<file path="src/rtl/pc_sequencer_if.sv">
// Link between the fetch/decode/execute sequencer and its surroundings: run and ROM word in,
// PC control plus execute-stage state out.
interface pc_sequencer_if #(
  parameter int ADDR_W = 4,
  parameter int OPC_W  = 4
);
  logic                    run;
  logic [OPC_W+ADDR_W-1:0] instr;
  logic                    pc_rst;
  logic                    pc_enable;
  logic                    pc_jmp;
  logic [ADDR_W-1:0]       pc_jmploc;
  logic [ADDR_W-1:0]       acc;
  logic                    flag_z;
  logic                    flag_c;
  logic [ADDR_W-1:0]       out_data;
  logic                    out_valid;
  logic                    halted;
  logic                    illegal;

  modport master (
    input  run, instr,
    output pc_rst, pc_enable, pc_jmp, pc_jmploc,
    output acc, flag_z, flag_c, out_data, out_valid, halted, illegal
  );

  modport slave (
    output run, instr,
    input  pc_rst, pc_enable, pc_jmp, pc_jmploc,
    input  acc, flag_z, flag_c, out_data, out_valid, halted, illegal
  );
endinterface

</file>
<file path="src/rtl/pc_sequencer.sv">
// Three-cycle fetch/decode/execute controller for a 4-bit PC, with accumulator, Z/C flags
// and an output register as the execute stage.
module pc_sequencer #(
  parameter int ADDR_W = 4,
  parameter int OPC_W  = 4
) (
  input logic           clk,
  input logic           rst,
  pc_sequencer_if.master bus
);

  localparam logic [OPC_W-1:0] OP_NOP = OPC_W'(4'h0);
  localparam logic [OPC_W-1:0] OP_LDI = OPC_W'(4'h1);
  localparam logic [OPC_W-1:0] OP_ADD = OPC_W'(4'h2);
  localparam logic [OPC_W-1:0] OP_SUB = OPC_W'(4'h3);
  localparam logic [OPC_W-1:0] OP_JMP = OPC_W'(4'h4);
  localparam logic [OPC_W-1:0] OP_JZ  = OPC_W'(4'h5);
  localparam logic [OPC_W-1:0] OP_JC  = OPC_W'(4'h6);
  localparam logic [OPC_W-1:0] OP_OUT = OPC_W'(4'h7);
  localparam logic [OPC_W-1:0] OP_HLT = OPC_W'(4'hF);

  typedef enum logic [2:0] {S_INIT, S_FETCH, S_DECODE, S_EXEC, S_HALT} state_t;

  state_t                  state;
  logic [OPC_W+ADDR_W-1:0] ir;
  logic [ADDR_W-1:0]       acc;
  logic [ADDR_W-1:0]       out_data;
  logic                    flag_z;
  logic                    flag_c;
  logic                    out_valid;
  logic                    halted;
  logic                    illegal;
  logic                    pc_rst;
  logic                    pc_enable;
  logic                    pc_jmp;

  logic [OPC_W-1:0]        opcode;
  logic [ADDR_W-1:0]       imm;
  logic [ADDR_W:0]         sum;
  logic [ADDR_W-1:0]       diff;
  logic                    jump_taken;

  assign opcode = ir[OPC_W+ADDR_W-1:ADDR_W];
  assign imm    = ir[ADDR_W-1:0];
  assign sum    = {1'b0, acc} + {1'b0, imm};
  assign diff   = acc - imm;

  // Flags only change at the end of EXEC, so their DECODE-cycle value is the one EXEC sees.
  always_comb begin
    jump_taken = 1'b0;
    case (opcode)
      OP_JMP:  jump_taken = 1'b1;
      OP_JZ:   jump_taken = flag_z;
      OP_JC:   jump_taken = flag_c;
      default: jump_taken = 1'b0;
    endcase
  end

  always_ff @(posedge clk or negedge rst) begin
    if (!rst) begin
      state     <= S_INIT;
      ir        <= '0;
      acc       <= '0;
      flag_z    <= 1'b0;
      flag_c    <= 1'b0;
      out_data  <= '0;
      out_valid <= 1'b0;
      halted    <= 1'b0;
      illegal   <= 1'b0;
      // NOTE: pc_rst resets high so the PC is held in reset alongside us and INIT shows it for one cycle.
      pc_rst    <= 1'b1;
      pc_enable <= 1'b0;
      pc_jmp    <= 1'b0;
    end else begin
      // NOTE: strobes default low every cycle; only the branch that needs one raises it.
      pc_rst    <= 1'b0;
      pc_enable <= 1'b0;
      pc_jmp    <= 1'b0;
      out_valid <= 1'b0;
      case (state)
        S_INIT: begin
          state     <= S_FETCH;
          pc_enable <= bus.run;
        end
        S_FETCH: begin
          // NOTE: pc_enable carries run from one cycle earlier, keeping the PC clock gate glitch-free.
          if (pc_enable) begin
            ir    <= bus.instr;
            state <= S_DECODE;
          end else begin
            pc_enable <= bus.run;
          end
        end
        S_DECODE: begin
          if (opcode == OP_HLT) begin
            state  <= S_HALT;
            halted <= 1'b1;
          end else begin
            state  <= S_EXEC;
            pc_jmp <= jump_taken;
          end
        end
        S_EXEC: begin
          state     <= S_FETCH;
          pc_enable <= bus.run;
          case (opcode)
            OP_NOP, OP_JMP, OP_JZ, OP_JC, OP_HLT: ;
            OP_LDI: begin
              acc    <= imm;
              flag_z <= (imm == '0);
            end
            OP_ADD: begin
              acc    <= sum[ADDR_W-1:0];
              flag_c <= sum[ADDR_W];
              flag_z <= (sum[ADDR_W-1:0] == '0);
            end
            OP_SUB: begin
              acc    <= diff;
              flag_c <= (acc < imm);
              flag_z <= (diff == '0);
            end
            OP_OUT: begin
              out_data  <= acc;
              out_valid <= 1'b1;
            end
            default: illegal <= 1'b1;
          endcase
        end
        S_HALT: halted <= 1'b1;
        default: state <= S_INIT;
      endcase
    end
  end

  assign bus.pc_rst    = pc_rst;
  assign bus.pc_enable = pc_enable;
  assign bus.pc_jmp    = pc_jmp;
  assign bus.pc_jmploc = imm;
  assign bus.acc       = acc;
  assign bus.flag_z    = flag_z;
  assign bus.flag_c    = flag_c;
  assign bus.out_data  = out_data;
  assign bus.out_valid = out_valid;
  assign bus.halted    = halted;
  assign bus.illegal   = illegal;

endmodule

</file>
<file path="src/flat_wrapper.sv">
// flat-port wrapper written by rule: the top's interface ports become plain ports
module pc_sequencer_flat 
#(
  parameter int ADDR_W = 4,
  parameter int OPC_W  = 4
)
  (clk, rst, bus_run, bus_instr, bus_pc_rst, bus_pc_enable, bus_pc_jmp, bus_pc_jmploc, bus_acc, bus_flag_z, bus_flag_c, bus_out_data, bus_out_valid, bus_halted, bus_illegal);
  pc_sequencer_if #(.ADDR_W(ADDR_W), .OPC_W(OPC_W)) bus_i ();
  input logic clk;
  input logic rst;
  input wire logic [$bits(bus_i.run)-1:0] bus_run;
  input wire logic [$bits(bus_i.instr)-1:0] bus_instr;
  output wire logic [$bits(bus_i.pc_rst)-1:0] bus_pc_rst;
  output wire logic [$bits(bus_i.pc_enable)-1:0] bus_pc_enable;
  output wire logic [$bits(bus_i.pc_jmp)-1:0] bus_pc_jmp;
  output wire logic [$bits(bus_i.pc_jmploc)-1:0] bus_pc_jmploc;
  output wire logic [$bits(bus_i.acc)-1:0] bus_acc;
  output wire logic [$bits(bus_i.flag_z)-1:0] bus_flag_z;
  output wire logic [$bits(bus_i.flag_c)-1:0] bus_flag_c;
  output wire logic [$bits(bus_i.out_data)-1:0] bus_out_data;
  output wire logic [$bits(bus_i.out_valid)-1:0] bus_out_valid;
  output wire logic [$bits(bus_i.halted)-1:0] bus_halted;
  output wire logic [$bits(bus_i.illegal)-1:0] bus_illegal;
  assign bus_i.run = bus_run;
  assign bus_i.instr = bus_instr;
  assign bus_pc_rst = bus_i.pc_rst;
  assign bus_pc_enable = bus_i.pc_enable;
  assign bus_pc_jmp = bus_i.pc_jmp;
  assign bus_pc_jmploc = bus_i.pc_jmploc;
  assign bus_acc = bus_i.acc;
  assign bus_flag_z = bus_i.flag_z;
  assign bus_flag_c = bus_i.flag_c;
  assign bus_out_data = bus_i.out_data;
  assign bus_out_valid = bus_i.out_valid;
  assign bus_halted = bus_i.halted;
  assign bus_illegal = bus_i.illegal;
  pc_sequencer #(.ADDR_W(ADDR_W), .OPC_W(OPC_W)) u_core (.clk(clk), .rst(rst), .bus(bus_i));
endmodule
</file>
<file path="config.mk">
export PLATFORM = sky130hd
export DESIGN_NAME = pc_sequencer_flat
export DESIGN_NICKNAME = d
export VERILOG_FILES = /design/src/rtl/pc_sequencer_if.sv /design/src/rtl/pc_sequencer.sv /design/src/flat_wrapper.sv
export SDC_FILE = /design/constraint.sdc
export NUM_CORES = 1
export LEC_CHECK = 0
export BUFFER_PORTS_ARGS = -buffer_cell sky130_fd_sc_hd__buf_2
export CORE_AREA = 2 2 69 103
export CTS_CLUSTER_DIAMETER = 100
export DETAILED_ROUTE_END_ITERATION = 12
export DIE_AREA = 0 0 71 105
export PLACE_DENSITY = 0.49
export SETUP_SLACK_MARGIN = 0.15
export SYNTH_ARGS = -nofsm -noshare
export SYNTH_HDL_FRONTEND = slang
export SYNTH_SLANG_ARGS = --single-unit
</file>
<file path="constraint.sdc">
create_clock -name clk -period 2.2 [get_ports clk]
set_input_delay 0.33 -clock clk [delete_from_list [all_inputs] [get_ports clk]]
set_output_delay 0.33 -clock clk [all_outputs]
set_load 0.03 [all_outputs]
</file>
==> results.yml, run 1 <==
run_status:
  run_status: "completed"
setup_path:
  launching_point_of_the_worst_reg2reg_path: "u_core.bus.acc[0]"
  setup.reg_to_reg.worst_slack_ns: 0.23
  reg2reg_to: "u_core.bus.flag_z"
  worstSetupPathType: "flop to flop"
  crit_path_max_fanout: 3
  worst_setup_path_start_kind: "flop"
  worst_r2r_path_depth: 8
  end_kind: "flop"
  critical_path_required_ns: 2.36
  cp_data_arrival_time_ns: 2.14
drt:
  drt-initial-drc-count: 39
  routed_wire_length_per_instance_um: 14.3
  avgViaCountPerCell: 4.55
  antenna_left: 0
  number_of_detailed_route_iterations_in_the_first_pass: 5
  drcViolationCount: 0
  route.vias.total: 1169
  detail_route.wirelength_mm: 3.67
power:
  leakagePower_nw: 0.862
  power-per-cell-area_nw_per_um2: 1570
  power_w: 0.00295
  ir_drop_uv: 530
global_routing:
  first_global_vias: 1248
  groute.usage.overall_pct: 10.6
  grt_first_pass_wirelength_mm: 6.23
  largest_net_degree_at_the_start_of_global_routing: 28
  grt_antenna_before_repair: 0
  grt_overflow: 0
placement:
  placed_cells: 252
  gpl.final_weighted_congestion: 0.867
  detailedPlacementHpwl_mm: 2.87
  dpl_worst_slack_ns: 0.197
  io_buf_count: 30
synthesis:
  syn_area_um2: 1600
  yosysUniqueCellTypes: 46
  syn-instance-count: 150
  synth_sequential_area_ratio_pct: 42.4
  post_synthesis_register_bit_count: 27
  mappedNetlistNets: 171
  ys.warnings.count: 0
  synth.avg_cell_area_um2: 10.6
timing:
  portion_of_the_clock_cycle_consumed_by_the_worst_path_in_the_final_layout_pct: 89.7
  achievable-frequency_ghz: 0.507
  rsz0062_at_grt: "false"
  finalSetupViolCount: 0
  timing_worst_slew_pin_value_ns: 0.615
  setup_slack_ns: 0.227
  report.final.slew_viol_count: 0
  fin_worst_hold_slack_ns: 0.0521
  layout_min_cycle_time_ns: 1.97
  timing_hold_violations_final: 0
  fin_tns_setup_ns: 0
  relSlewSlack_pct: 59.0
  worst_clock_skew_ns: 0.00251
clocking:
  cts-htree-levels: 1
  cts-root-to-sink-buffers: 2
  cts-buffers-inserted: 3
  clk_pin_slew_worst_paths_ns: 0.10
  cts_tree: "yes"
  clk-insertion-delay-late_ns: 0.27
  tritoncts_num_sinks: 27
  clock-root-buffer: "clkbuf_8"
floorplan:
  start_util_pct: 24.4
  chipHeight_um: 105
  rows: 36
  core_area_um2: 6530
  fp.dieArea_um2: 7460
  floorplan.die.width_um: 71
  pin_count: 31
layout:
  area_growth_pct: 17.7
  layoutNonFillerInstCount: 257
  fillers: 690
  finish.net_count: 203
  antenna-diode-count: 0
  drive_gt1_share_pct: 35.4
min_path:
  min-delay-path-class: "input port to async pin"
flow_run:
  max_capacitance_violation_total: 0
==> layout make-up <==
class	count	area [um^2]	share of cell area [%]
Clock inverter	1	7.51	0.399
Clock buffer	3	41.3	2.20
Sequential cell	27	679	36.2
Tap cell	76	95.1	5.06
Multi-Input combinational cell	104	823	43.8
Inverter	10	37.5	2.00
Timing Repair Buffer	36	195	10.4
==> power by group <==
group          total, W  internal [W]  switching [W]
sequential     0.000919      0.000681       0.000237
combinational   0.00174      0.000703        0.00103
clock          0.000293      0.000129       0.000164
==> per-stage QoR <==
| stage | util [%] | cell area [um^2] |
|---|---|---|
| after global routing | 28.8 | 1880 |
| final | 28.8 | 1880 |
| after CTS | 28.4 | 1850 |
| after floorplan | - | 1600 |
| after detailed placement | 27.6 | 1810 |
| after global placement | 27.6 | 1810 |
==> metal layers <==
layer  global-route usage [%]  share of wire [%]
met5                        0                  0
met4                     4.04               0.98
met3                     1.06                2.0
met2                     19.2                 56
met1                     12.7                 41
==> cells in the final DEF, fill, tap and decap left out, types with 2 or more instances in the layout <==
master	count
nor2_1	10
o21ai_0	6
nand3b_1	2
a21oi_2	2
ha_1	7
nor3b_4	2
buf_2	30
nand2_1	13
buf_4	6
dfrtp_2	2
a31oi_1	3
mux2i_1	3
a221oi_1	2
dfrtp_1	24
mux2_2	8
nand2b_1	5
or3_1	3
a21oi_1	4
nand3_1	2
inv_1	10
clkbuf_8	3
nor3_1	2
xor2_1	2
nor4_1	2
==> cells by family (layout without fill, tap and decap cells) <==
family,count (synthesis),in the layout,synth area share [%]
xor+xnor,3,3,1.65
mux,11,11,7.52
simple gates,53,53,21.5
fa+ha+maj,10,10,8.78
buf+inv,19,50,6.98
other cells,1,1,0.235
flops,27,27,42.4
compound gates,26,26,11.0
==> flip-flops by register name (all words and copies together) (netlist names) <==
name and cells:
u_core.bus.acc 4, u_core.bus.flag_c 1, u_core.bus.out_valid 1, u_core.bus.halted 1, u_core.bus.out_data 4, u_core.bus.flag_z 1
u_core.bus.pc_jmp 1, u_core.bus.illegal 1, u_core.state 3, u_core.bus.pc_rst 1, u_core.ir 8, u_core.bus.pc_enable 1
==> critical path, stage by stage, from the launching register on <==
cell and delay, ns:
dfrtp_1 0.41, inv_1 0.08, ha_1 0.17, inv_1 0.06
fa_2 0.50, nand2b_1 0.14, nor2_2 0.06, a221oi_1 0.34
o41ai_2 0.09
==> how the worst max path moves through the flow <==
| stage | from | endpoint | slack [ns] | cells after the start |
|---|---|---|---|---|
| 6_report | u_core.bus.acc[0] | u_core.bus.flag_z | 0.23 | 8 |
| 4_1_cts | u_core.bus.acc[2] | u_core.bus.acc[3] | 0.18 | 5 |
| 3_5_place_dp | u_core.bus.acc[2] | u_core.bus.acc[3] | 0.20 | 5 |
| 2_1_floorplan | u_core.bus.acc[0] | u_core.bus.flag_z | 0.21 | 8 |
| 5_1_grt | u_core.bus.acc[0] | u_core.bus.flag_z | 0.14 | 8 |
| 3_3_place_gp | u_core.bus.acc[2] | u_core.bus.acc[3] | 0.22 | 5 |
==> synth_stat cells, drive strengths merged <==
master / instances / area (um^2)
nand2b: 5 / 31.3
nand4b: 1 / 8.76
dfstp: 1 / 26.3
a21o: 1 / 7.51
xor2: 2 / 17.5
o211ai: 1 / 7.51
and2: 1 / 6.26
ha: 8 / 100
xnor2: 1 / 8.76
mux2i: 3 / 30.0
nand2: 13 / 48.8
nor2b: 1 / 6.26
dfrtp: 26 / 651
inv: 10 / 37.5
conb: 1 / 3.75
and2b: 1 / 7.51
a221oi: 2 / 17.5
mux2: 8 / 90.1
a211oi: 1 / 7.51
o21a: 1 / 7.51
or3: 3 / 18.8
o21ai: 6 / 30.0
a31oi: 3 / 18.8
nor2: 11 / 41.3
and3: 1 / 11.3
or2b: 1 / 7.51
nand3: 2 / 10.0
or4b: 1 / 10.0
a21oi: 6 / 30.0
a21boi: 1 / 7.51
nor4: 3 / 33.8
o2111ai: 1 / 8.76
nor3: 2 / 10.0
o41ai: 2 / 25.0
buf: 9 / 73.8
fa: 2 / 40.0
nand3b: 3 / 35.0
or2: 1 / 6.26
o21bai: 1 / 7.51
nor3b: 3 / 50.1
==> what timing repair did <==
action	CTS	global route
resized for setup	0	7
hold buffers	0	0
setup buffers	0	1
endpoints found under the setup margin	0	3
Power figures use the tool's default switching activity.
==> run 2: changes to the inputs <==
==> constraint.sdc (replaced) <==
create_clock -name clk -period 2.3 [get_ports clk]
set_input_delay 0.345 -clock clk [delete_from_list [all_inputs] [get_ports clk]]
set_output_delay 0.345 -clock clk [all_outputs]
set_load 0.03 [all_outputs]
==> results.yml, run 2 (synthesis gave the netlist of run 1 again) <==
power:
  power_w: 0.00278
  p_seq_share_pct: 31.8
  ir_drop_uv: 348
  total_switching_power_w: 0.00137
  power.clock.fraction_pct: 10.4
  share_comb_of_total_power_pct: 57.8
  leakagePower_nw: 0.858
  power.share.switching_pct: 49.0
  power.internal_w: 0.00142
  power-per-cell-area_nw_per_um2: 1500
floorplan:
  start_util_pct: 24.4
  fp.dieArea_um2: 7460
  floorplan.die.width_um: 71
  core_area_um2: 6530
  chipHeight_um: 105
  rows: 36
  pin_count: 31
drt:
  avgViaCountPerCell: 4.47
  route.vias.total: 1139
  antenna_left: 0
  number_of_detailed_route_iterations_in_the_first_pass: 3
  drcViolationCount: 0
  routed_wire_length_per_instance_um: 14.3
  detail_route.wirelength_mm: 3.65
  drt-initial-drc-count: 46
layout:
  fillers: 681
  area_growth_pct: 16.5
  largest_reg_flops: 8
  seq_area_um2: 677
  multi_input_area_um2: 821
  final_common_cell: "buf_2"
  max_flop_register: "u_core.ir"
  layout_common_cells: "buf_2, dfrtp_1, nand2_1, nor2_1, inv_1"
  antenna-diode-count: 0
  final_util_pct: 28.5
  drive_gt1_share_pct: 32.4
  finish.net_count: 201
  top_regs: "u_core.ir: 8 flops, u_core.bus.acc: 4 flops, u_core.bus.out_data: 4 flops"
setup_path:
  launching_point_of_the_worst_reg2reg_path: "u_core.bus.acc[0]"
  cp_data_arrival_time_ns: 2.15
  cp.buffers_inverters: 2
  end_kind: "flop"
  critPathMaxStageDelay_ns: 0.44
  critical_path.endpoint: "u_core.bus.flag_z"
  crit_path_max_fanout: 4
  critical_path_required_ns: 2.49
  critical_path.most_common_cell: "inv_1"
  worst_setup_path_start_kind: "flop"
  setup.reg_to_reg.worst_slack_ns: 0.34
  worstSetupPathType: "flop to flop"
  worst_r2r_path_depth: 8
  critical_path.startpoint: "u_core.bus.acc[0]"
  path_cells: "inv_1 -> ha_1 -> inv_1 -> fa_1 -> xor2_1 -> nor2_1 -> a221oi_2 -> o41ai_2"
  reg2reg_to: "u_core.bus.flag_z"
  slowest_stage: "fa_1"
  critical-path-top-delay-family: "adder cells"
  timing.critical_path.depth: 8
clocking:
  clk-insertion-delay-late_ns: 0.28
  cts_setup_buffers: 0
  cts-htree-levels: 1
  clock-root-buffer: "clkbuf_8"
  cts-root-to-sink-buffers: 2
  cts-buffers-inserted: 3
  tritoncts_num_sinks: 27
  clk_pin_slew_worst_paths_ns: 0.10
  cts_tree: "yes"
min_path:
  min-delay-path-class: "input port to async pin"
timing:
  fin_worst_hold_slack_ns: 0.0625
  relSlewSlack_pct: 58.5
  worst_clock_skew_ns: 0.00526
  timing_worst_slew_pin_value_ns: 0.622
  portion_of_the_clock_cycle_consumed_by_the_worst_path_in_the_final_layout_pct: 85.3
  setup_slack_ns: 0.337
  timing_hold_violations_final: 0
  report.final.slew_viol_count: 0
  rsz0062_at_grt: "false"
  fin_tns_setup_ns: 0
  layout_min_cycle_time_ns: 1.96
  achievable-frequency_ghz: 0.510
  finalSetupViolCount: 0
placement:
  dpl_worst_slack_ns: 0.263
  detailedPlacementHpwl_mm: 2.88
  io_buf_count: 30
  gpl.final_weighted_congestion: 0.839
run_status:
  run_status: "completed"
global_routing:
  first_global_vias: 1266
  grt_overflow: 0
  grt_antenna_before_repair: 0
  groute.usage.overall_pct: 10.7
  largest_net_degree_at_the_start_of_global_routing: 28
  grt_first_pass_wirelength_mm: 6.22
flow_run:
  max_capacitance_violation_total: 0
run 2: timing repair:
item / in CTS / in global routing
hold buffers: 0 / 0
endpoints found under the setup margin: 0 / 2
endpoints found under the hold margin: 0 / 0
gates resized for setup: 0 / 3
run 2: how the worst min path moves through the flow:
stage,cells after the start,endpoint,startpoint,slack (ns)
after floorplan,0,u_core.bus.acc[0],rst,0.05
after global placement,1,u_core.bus.out_valid,rst,0.41
after detailed placement,1,u_core.bus.out_valid,rst,0.41
after CTS,1,u_core.bus.out_valid,rst,0.09
after global routing,1,u_core.bus.out_valid,rst,0.12
final,1,u_core.bus.out_valid,rst,0.06
run 2: power by group through the flow:
| stage | logic [W] | registers, W | clock network, W |
|---|---|---|---|
| after floorplan | 0.00115 | 0.000990 | 0 |
| after global placement | 0.00158 | 0.000905 | 0 |
| after detailed placement | 0.00159 | 0.000905 | 0 |
| after CTS | 0.00160 | 0.000896 | 0.000299 |
| after global routing | 0.00180 | 0.000927 | 0.000315 |
| final | 0.00161 | 0.000885 | 0.000289 |
run 2: layout make-up:
cell class / count / area share [%]
timing repair buffer: 34 / 9.69
multi-input combinational: 104 / 44.1
tap: 76 / 5.11
clock buffer: 3 / 2.22
sequential: 27 / 36.4
inverter: 10 / 2.02
clock inverter: 1 / 0.404
run 2: per-layer routing:
metal | wire, um | vias to the layer above | track usage [%]
met5 | 0 | - | 0
met4 | 59 | 0 | 4.04
met3 | 85 | 4 | 1.25
met2 | 2080 | 16 | 20.3
met1 | 1420 | 547 | 11.8
li1 | - | 572 | -
run 2: stage by stage:
| step | instance area (um^2) | instances |
|---|---|---|
| 6_report | 1860 | 255 |
| 3_3_place_gp | 1800 | 251 |
| 5_1_grt | 1860 | 255 |
| 3_5_place_dp | 1800 | 251 |
| 2_1_floorplan | 1600 | 150 |
| 4_1_cts | 1850 | 255 |
